==> src/rtl/spi_sram_pkg.sv <==
// Shared constants, state type and frame builder for the serial SRAM sequencer.
package spi_sram_pkg;

  localparam int unsigned FrameBits = 32;
  localparam logic [7:0]  OpRead    = 8'h03;
  localparam logic [7:0]  OpWrite   = 8'h02;

  typedef enum logic [1:0] {
    StIdle,
    StShift,
    StGap
  } state_e;

  // Read frames carry a don't-care data byte, driven as zero.
  function automatic logic [FrameBits-1:0] build_frame(input logic       we,
                                                       input logic [15:0] addr,
                                                       input logic [7:0]  wdata);
    return we ? {OpWrite, addr, wdata} : {OpRead, addr, 8'h00};
  endfunction

endpackage

==> src/rtl/spi_sram_ctrl_if.sv <==
// Request/response bus between the bus-side agent and the SRAM sequencer.
interface spi_sram_ctrl_if;

  logic        req;
  logic        we;
  logic [15:0] addr;
  logic [7:0]  wdata;
  logic        busy;
  logic        done;
  logic [7:0]  rdata;

  modport master (
    output req, we, addr, wdata,
    input  busy, done, rdata
  );

  modport slave (
    input  req, we, addr, wdata,
    output busy, done, rdata
  );

endinterface

==> src/rtl/spi_sclk_gen.sv <==
// SPI mode-0 clock generator: ClkDiv HCLK cycles per half-period, idle low.
module spi_sclk_gen #(
  parameter int unsigned ClkDiv = 4
) (
  input  logic clk_i,
  input  logic rst_i,
  input  logic en_i,
  output logic sclk_o,
  output logic rise_o,
  output logic fall_o
);

  localparam logic [7:0] CntMax = 8'(ClkDiv - 1);

  logic [7:0] cnt_q, cnt_d;
  logic       sclk_q, sclk_d;
  logic       half_end;

  // Strobes mark the edge on which sclk_q toggles.
  always_comb begin
    half_end = en_i && (cnt_q == CntMax);
    rise_o   = half_end && !sclk_q;
    fall_o   = half_end && sclk_q;
    cnt_d    = '0;
    sclk_d   = 1'b0;
    if (en_i) begin
      cnt_d  = half_end ? 8'd0 : cnt_q + 8'd1;
      sclk_d = half_end ? ~sclk_q : sclk_q;
    end
  end

  always_ff @(posedge clk_i) begin
    if (rst_i) begin
      cnt_q  <= '0;
      sclk_q <= 1'b0;
    end else begin
      cnt_q  <= cnt_d;
      sclk_q <= sclk_d;
    end
  end

  assign sclk_o = sclk_q;

endmodule

==> src/rtl/spi_sram_ctrl.sv <==
// Single-byte read/write sequencer for a 23LC512-class SPI SRAM (mode 0, sequential mode).
module spi_sram_ctrl
  import spi_sram_pkg::*;
#(
  parameter int unsigned CLK_DIV = 4,
  parameter int unsigned CS_GAP  = 2
) (
  input  logic                  HCLK,
  input  logic                  HRESET,
  spi_sram_ctrl_if.slave        bus_io,
  output logic                  SCLK,
  output logic                  SSn,
  output logic                  MSO,
  input  logic                  MSI
);

  localparam logic [4:0] LastBit = 5'(FrameBits - 1);
  // SSn is already high in the done cycle and the IDLE cycle, so GAP holds CS_GAP-1 cycles
  // (at least one, to keep busy asserted during done).
  localparam logic [3:0] GapLoad = (CS_GAP > 1) ? 4'(CS_GAP - 2) : 4'd0;

  state_e                 state_q, state_d;
  logic [4:0]             bit_q, bit_d;
  logic [3:0]             gap_q, gap_d;
  logic [FrameBits-1:0]   tx_q, tx_d;
  logic [7:0]             rx_q, rx_d;
  logic                   we_q, we_d;
  logic                   ssn_q, ssn_d;
  logic                   done_q, done_d;
  logic [7:0]             rdata_q, rdata_d;

  logic                   sclk_en;
  logic                   sclk_rise;
  logic                   sclk_fall;

  assign sclk_en = (state_q == StShift);

  spi_sclk_gen #(
    .ClkDiv (CLK_DIV)
  ) u_sclk_gen (
    .clk_i  (HCLK),
    .rst_i  (HRESET),
    .en_i   (sclk_en),
    .sclk_o (SCLK),
    .rise_o (sclk_rise),
    .fall_o (sclk_fall)
  );

  always_comb begin
    state_d = state_q;
    bit_d   = bit_q;
    gap_d   = gap_q;
    tx_d    = tx_q;
    rx_d    = rx_q;
    we_d    = we_q;
    ssn_d   = ssn_q;
    done_d  = 1'b0;
    rdata_d = rdata_q;

    unique case (state_q)
      StIdle: begin
        if (bus_io.req) begin
          state_d = StShift;
          we_d    = bus_io.we;
          tx_d    = build_frame(bus_io.we, bus_io.addr, bus_io.wdata);
          bit_d   = '0;
          rx_d    = '0;
          ssn_d   = 1'b0;
        end
      end

      StShift: begin
        // Only the data-phase bits (24..31) carry SRAM output.
        if (sclk_rise && (bit_q[4:3] == 2'b11)) begin
          rx_d = {rx_q[6:0], MSI};
        end
        if (sclk_fall) begin
          if (bit_q == LastBit) begin
            state_d = StGap;
            gap_d   = GapLoad;
            ssn_d   = 1'b1;
            done_d  = 1'b1;
            tx_d    = '0;
            bit_d   = '0;
            if (!we_q) begin
              rdata_d = rx_q;
            end
          end else begin
            bit_d = bit_q + 5'd1;
            tx_d  = {tx_q[FrameBits-2:0], 1'b0};
          end
        end
      end

      StGap: begin
        if (gap_q == 4'd0) begin
          state_d = StIdle;
        end else begin
          gap_d = gap_q - 4'd1;
        end
      end

      default: state_d = StIdle;
    endcase
  end

  always_ff @(posedge HCLK) begin
    if (HRESET) begin
      state_q <= StIdle;
      bit_q   <= '0;
      gap_q   <= '0;
      tx_q    <= '0;
      rx_q    <= '0;
      we_q    <= 1'b0;
      ssn_q   <= 1'b1;
      done_q  <= 1'b0;
      rdata_q <= '0;
    end else begin
      state_q <= state_d;
      bit_q   <= bit_d;
      gap_q   <= gap_d;
      tx_q    <= tx_d;
      rx_q    <= rx_d;
      we_q    <= we_d;
      ssn_q   <= ssn_d;
      done_q  <= done_d;
      rdata_q <= rdata_d;
    end
  end

  assign SSn          = ssn_q;
  assign MSO          = tx_q[FrameBits-1];
  assign bus_io.busy  = (state_q != StIdle);
  assign bus_io.done  = done_q;
  assign bus_io.rdata = rdata_q;

endmodule

==> src/flat_wrapper.sv <==
// flat-port wrapper written by rule: the top's interface ports become plain ports
module spi_sram_ctrl_flat import spi_sram_pkg::*;
#(
  parameter int unsigned CLK_DIV = 4,
  parameter int unsigned CS_GAP  = 2
)
  (HCLK, HRESET, SCLK, SSn, MSO, MSI, bus_io_req, bus_io_we, bus_io_addr, bus_io_wdata, bus_io_busy, bus_io_done, bus_io_rdata);
  spi_sram_ctrl_if bus_io_i ();
  input  logic HCLK;
  input  logic HRESET;
  output logic SCLK;
  output logic SSn;
  output logic MSO;
  input  logic MSI;
  input wire logic [$bits(bus_io_i.req)-1:0] bus_io_req;
  input wire logic [$bits(bus_io_i.we)-1:0] bus_io_we;
  input wire logic [$bits(bus_io_i.addr)-1:0] bus_io_addr;
  input wire logic [$bits(bus_io_i.wdata)-1:0] bus_io_wdata;
  output wire logic [$bits(bus_io_i.busy)-1:0] bus_io_busy;
  output wire logic [$bits(bus_io_i.done)-1:0] bus_io_done;
  output wire logic [$bits(bus_io_i.rdata)-1:0] bus_io_rdata;
  assign bus_io_i.req = bus_io_req;
  assign bus_io_i.we = bus_io_we;
  assign bus_io_i.addr = bus_io_addr;
  assign bus_io_i.wdata = bus_io_wdata;
  assign bus_io_busy = bus_io_i.busy;
  assign bus_io_done = bus_io_i.done;
  assign bus_io_rdata = bus_io_i.rdata;
  spi_sram_ctrl #(.CLK_DIV(CLK_DIV), .CS_GAP(CS_GAP)) u_core (.HCLK(HCLK), .HRESET(HRESET), .bus_io(bus_io_i), .SCLK(SCLK), .SSn(SSn), .MSO(MSO), .MSI(MSI));
endmodule
==> config.mk <==
export PLATFORM = sky130hd
export DESIGN_NAME = spi_sram_ctrl_flat
export DESIGN_NICKNAME = d
export VERILOG_FILES = /design/src/rtl/spi_sram_pkg.sv /design/src/rtl/spi_sram_ctrl_if.sv /design/src/rtl/spi_sclk_gen.sv /design/src/rtl/spi_sram_ctrl.sv /design/src/flat_wrapper.sv
export SDC_FILE = /design/constraint.sdc
export NUM_CORES = 1
export LEC_CHECK = 0
export ABC_AREA = 0
export BUFFER_PORTS_ARGS = -buffer_cell sky130_fd_sc_hd__buf_2
export CORE_MARGIN = 2
export CORE_UTILIZATION = 59
export CTS_BUF_LIST = sky130_fd_sc_hd__clkbuf_4 sky130_fd_sc_hd__clkbuf_8
export CTS_CLUSTER_SIZE = 28
export DETAILED_ROUTE_END_ITERATION = 10
export PLACE_DENSITY = 0.92
export SETUP_SLACK_MARGIN = 0.15
export SYNTH_ARGS = -nofsm -noshare
export SYNTH_HDL_FRONTEND = slang
export SYNTH_SLANG_ARGS = --single-unit
==> constraint.sdc <==
create_clock -name HCLK -period 2.84 [get_ports HCLK]
set_clock_uncertainty 0.15 [all_clocks]
set_input_delay 0.142 -clock HCLK [delete_from_list [all_inputs] [get_ports HCLK]]
set_output_delay 0.142 -clock HCLK [all_outputs]
set_load 0.01 [all_outputs]
; Word level (Yosys, flattened, before mapping)
; Index checks and enable logic that the tools add are counted.
[totals]
reg_bits = 71
latch_bits = 0
ramBits = 0
rom_bits = 0
input_bits = 29
output_inout_bits = 13
memories = 0
[classes]
n_addsub = 3
multipliers = 0
n_div = 0
order_cmp = 0
eq_ne = 11
n_shift = 0
mux = 26
n_bitwise = 4
n_reduce_logical = 20
[ops]
columns = cell, count
row1 = $mux 32, 3
row2 = $pmux 32 s2, 1
row3 = $mux 25, 1
row4 = $mux 8, 2
row5 = $pmux 8 s2, 1
row6 = $reduce_and 4->1, 4
row7 = $mux 5, 3
row8 = $mux 4, 3
row9 = $pmux 5 s2, 1
row10 = $add 8x1->8 const B, 1
row11 = $eq 8x2->1 const B, 1
row12 = $mux 2, 4
row13 = $ne 2x1->1 const B, 4
row14 = $pmux 4 s2, 1
row15 = $pmux 2 s3, 1
row16 = $reduce_and 3->1, 2
row17 = $reduce_bool 2->1, 3
row18 = $reduce_or 3->1, 2
row19 = $add 5x1->5 const B, 1
row20 = $eq 5x5->1 const B, 1
row21 = $eq 2x2->1 const B, 2
row22 = $logic_and 1x1->1, 4
row23 = $logic_not 4->1, 1
row24 = $mux 1, 4
row25 = other kinds (9), 13

; Logic depth before layout (Yosys ltp)
[logic_depth]
ltp_word = 6
depth_mapped = 8
ltp_nobuf = 7

; Hierarchy
; Synthesis repeated with hierarchy kept, for this count alone.
[hier_totals]
cells_unflattened = 380
hier_area_um2 = 3434.5
[modules_own_cells]
columns = mod, n_inst, cells_per_inst, area_each_um2
row1 = spi_sram_ctrl, 1, 336, 3016.6
row2 = spi_sclk_gen, 1, 44, 417.9

; Worst setup path after synthesis
; OpenSTA, ideal clock, no wires.
[synth_path]
kind = register to register
start = register u_core.u_sclk_gen.cnt_q[0]
end = register u_core.rx_q[3]
setup_time_ps = 69
arrival_ps = 2133
slack_ps = 488
stages_incl_launch_ff = 7
path_buffers = 1
path_cell_list = dfxtp_1 -> ha_1 -> or3b_2 -> clkbuf_1 -> o32a_4 -> or4_1 -> o21ai_1
[synth_via]
elab_chain_cells = 6
[synth_lines]
columns = item, line_no
row1 = start: declaration, spi_sclk_gen.sv:15  ; logic [7:0] cnt_q, cnt_d;
row2 = start signal: assignment, spi_sclk_gen.sv:37  ; cnt_q <= cnt_d;
row3 = $eq 8x2->1, spi_sclk_gen.sv:21  ; half_end = en_i && (cnt_q == CntMax);
row4 = $logic_and 1x1->1, spi_sclk_gen.sv:21
row5 = $logic_and 1x1->1, spi_sclk_gen.sv:22  ; rise_o = half_end && !sclk_q;
row6 = $logic_and 1x1->1, spi_sram_ctrl.sv:74  ; if (sclk_rise && (bit_q[4:3] == 2'b11)) begin
row7 = $ne 2x1->1 (no line), -
row8 = $reduce_and 3->1 (no line), -
row9 = end signal: assignment, spi_sram_ctrl.sv:123  ; rx_q <= rx_d;
row10 = end: declaration, spi_sram_ctrl.sv:26  ; logic [7:0] rx_q, rx_d;
; No other way between the ends.
; A chain may end at the register's enable or synchronous reset.

; Final worst setup path
[layout_path]
start = register u_core.bit_q[0]
end = register u_core.tx_q[19]
[layout_via]
elab_chain_cells = 4
[layout_lines]
columns = item, line_no
row1 = start: declaration, spi_sram_ctrl.sv:23  ; logic [4:0] bit_q, bit_d;
row2 = start signal: assignment, spi_sram_ctrl.sv:120  ; bit_q <= bit_d;
row3 = $eq 5x5->1, spi_sram_ctrl.sv:78  ; if (bit_q == LastBit) begin
row4 = $mux 32, spi_sram_ctrl.sv:78
row5 = $mux 32, spi_sram_ctrl.sv:77  ; if (sclk_fall) begin
row6 = $pmux 32 s2, spi_sram_ctrl.sv:60  ; unique case (state_q)
row7 = end signal: assignment, spi_sram_ctrl.sv:122  ; tx_q <= tx_d;
row8 = end: declaration, spi_sram_ctrl.sv:25  ; logic [FrameBits-1:0] tx_q, tx_d;
; No other way between the ends. The select of a mux whose other input is x is not followed.

==> impl_metrics.tcl <==
set metrics [dict create \
    fp.dieH_um 76.8 \
    tritoncts "built" \
    dieArea_um2 5900 \
    synthDistinctLibCells 43 \
    yosysWarnings 0 \
    syn_avg_cell_area_um2 8.65 \
    viasPerCell 6.02 \
    path_cells "ha_1, and3_1, ha_1, inv_1, and3_1, a211oi_1, nor3_1" \
    vias 2948 \
    worstPathArrival_ns 2.68 \
    startpoint_type "register" \
    period_share_pct 91.4 \
    drc_errors 0 \
    p_comb_share_pct 10.5 \
    intPower_w 0.00158 \
    start_util_pct 61.3 \
    die_w_um 76.8 \
    antenna_found_initial 0 \
    crit_type "reg -> reg" \
    routed_wl_um 7660 \
    crit_family "simple AND/OR/NAND/NOR gates" \
    drive_above_1_share_pct 18.1 \
    netlist_area_um2 3130 \
    pwr-share-clk_pct 39.1 \
    clk_pin_slew_ns 0.07 \
    row_count 26 \
    grt_pass1_vias 2773 \
    drv_cap 0 \
    grt_pass1_wl_um 12800 \
    yosys.area.top_type "dfxtp_1" \
    io_pins 42 \
    critPathSlowestCell "inv_1" \
    p_sw_share_pct 24.4 \
    coreArea_um2 5110 \
    end_kind "register" \
    avgRoutedWirePerCell_um 15.6 \
    final_cell_mix "dfxtp_1, nor2_1, buf_2, and3_1, a211oi_1" \
    grt_usage_pct 27.2 \
    drtIter0Drc 262 \
    critPathRequiredTime_ns 2.93 \
    rsz0062_at_grt "no" \
    seq_power_share_pct 50.4 \
    cts_max_level 3 \
    maxSlewHeadroom_pct 26.4 \
    synth_edf_count 0 \
    routabilityCongestion 0.826 \
    synth-seq-cells 71 \
    grt_max_degree 56 \
    dr.pass1.iters 5 \
    synth_flop_cell "dfxtp_1" \
    cp_num_buf_inv 1 \
    max_freq_ghz 0.385 \
    hp-class "in -> reg" \
    nets 448 \
    insertion_delay_ns 0.35 \
    dp_hpwl_um 4670 \
    fin_tns_setup_ns 0 \
    final_antenna_net_count 0 \
    synth_top_cell_area_share_pct 45.4 \
    p_switching_w 0.000512 \
    p_per_area_nw_per_um2 552 \
    max_stage_delay_ns 0.61 \
    numCtsBuffers 9 \
    cts_sinks 71 \
    cts-root-buf "clkbuf_8" \
    cts_buffer_depth 2 \
    synth.area.top_cells "dfxtp_1, nor2_1, a211oi_1, and3_1, nor3_1" \
    diodes 0 \
    peakVddDrop_uv 457 \
    final_common_cell "dfxtp_1" \
    grt_overflow_total 0 \
    p_leak_nw 1.53 \
    fin_crit_ns 2.59 \
    portBuffers 41 \
    ys_seq_area_share_pct 45.4 \
    worstPathMaxFanout 29 \
    hold_viol 0 \
    finalSetupViolations 0 \
    maxSlewViolCount 0 \
    synthToLayoutAreaGrowth_pct 21.3 \
    whs_ns 0.142 \
    status "finished, final reports clean" \
    synthCells 362 \
    worst_pin_slew_ns 1.10 \
    synthArstFlopShare_pct 0 \
    post_cts_buffers 0 \
    synth_nets 395 \
]
==> logic make-up after synthesis <==
kind of cell    synth area share (%)
compound gates                  17.2
mux                             3.24
fa+ha+maj                       1.60
simple gates                    26.2
xor+xnor                        1.96
buf+inv                         4.40
flops                           45.4
==> path summary, 6_finish.rpt <==
path              startpoint               to  slack [ns]  cells past startpoint
max          u_core.bit_q[0]  u_core.tx_q[19]        0.25                      7
min          bus_io_wdata[4]   u_core.tx_q[4]        0.14                      4
min reg2reg  u_core.tx_q[31]  u_core.tx_q[31]        0.30                      2
max reg2reg  u_core.bit_q[0]  u_core.tx_q[19]        0.25                      7
==> power groups by stage <==
stage	clock network (W)	logic, W	registers (W)
6_report	0.000819	0.000220	0.00106
5_1_grt	0.000863	0.000241	0.00106
4_1_cts	0.000824	0.000214	0.00105
3_5_place_dp	0	0.000193	0.00108
3_3_place_gp	0	0.000185	0.00107
2_1_floorplan	0	0.000136	0.00107
==> metrics by stage <==
stage / total power (W) / std cells / util (%) / cell area (µm²) / worst slack [ns]
after detailed placement: 0.00127 / 454 / 66.5 / 3390 / 0.442
after global placement: 0.00126 / 454 / 66.5 / 3390 / 0.507
after global routing: 0.00216 / 490 / 74.4 / 3800 / 0.170
final: 0.00210 / 490 / 74.4 / 3800 / 0.246
after floorplan: 0.00120 / 362 / - / 3130 / 0.488
after CTS: 0.00209 / 490 / 74.4 / 3800 / 0.426
==> repair_timing <==
item | in CTS | in global routing
hold buffers | 20 | 0
gates resized for setup | 0 | 0
hold endpoints to repair | 20 | 0
==> Yosys cell counts, drive strengths merged (4+ instances only) <==
| master | number |
|---|---|
| a21oi | 16 |
| nor3 | 21 |
| nand3 | 13 |
| buf | 6 |
| mux2i | 9 |
| clkbuf | 21 |
| dfxtp | 71 |
| and3 | 25 |
| ha | 4 |
| nand2 | 21 |
| o21ai | 9 |
| a211oi | 25 |
| a31oi | 11 |
| inv | 7 |
| nor2 | 52 |
| xnor2 | 5 |
| or4 | 5 |
==> sequential cells by signal (all words and copies together) (netlist names) <==
register	flops
u_core.gap_q	4
u_core.we_q	1
u_core.SSn	1
u_core.tx_q	32
u_core.bit_q	5
u_core.bus_io.done	1
u_core.u_sclk_gen.cnt_q	8
u_core.bus_io.rdata	8
u_core.rx_q	8
u_core.u_sclk_gen.sclk_o	1
u_core.state_q	2
==> worst min-delay path, stage by stage <==
cell and delay (ns):
buf_2 0.08, and3_1 0.14, a31oi_1 0.04, a211oi_1 0.20
==> routing by layer <==
metal | part of all wire [%] | track usage [%] | up-vias
li1 | - | - | 1422
met1 | 41 | 31.2 | 1398
met2 | 51 | 46.4 | 112
met3 | 6.2 | 8.59 | 16
met4 | 2.2 | 11.6 | 0
met5 | 0 | 0 | -
==> layout make-up <==
cell class,instances,area (µm²)
flip-flops and latches,71,1420
clock inverters,3,42.5
repair buffers,69,465
well taps,70,87.6
fillers,366,1310
multi-input cells,257,1590
inverters,7,26.3
clock buffers,13,160
No activity file was read; power rests on OpenSTA's default activity.
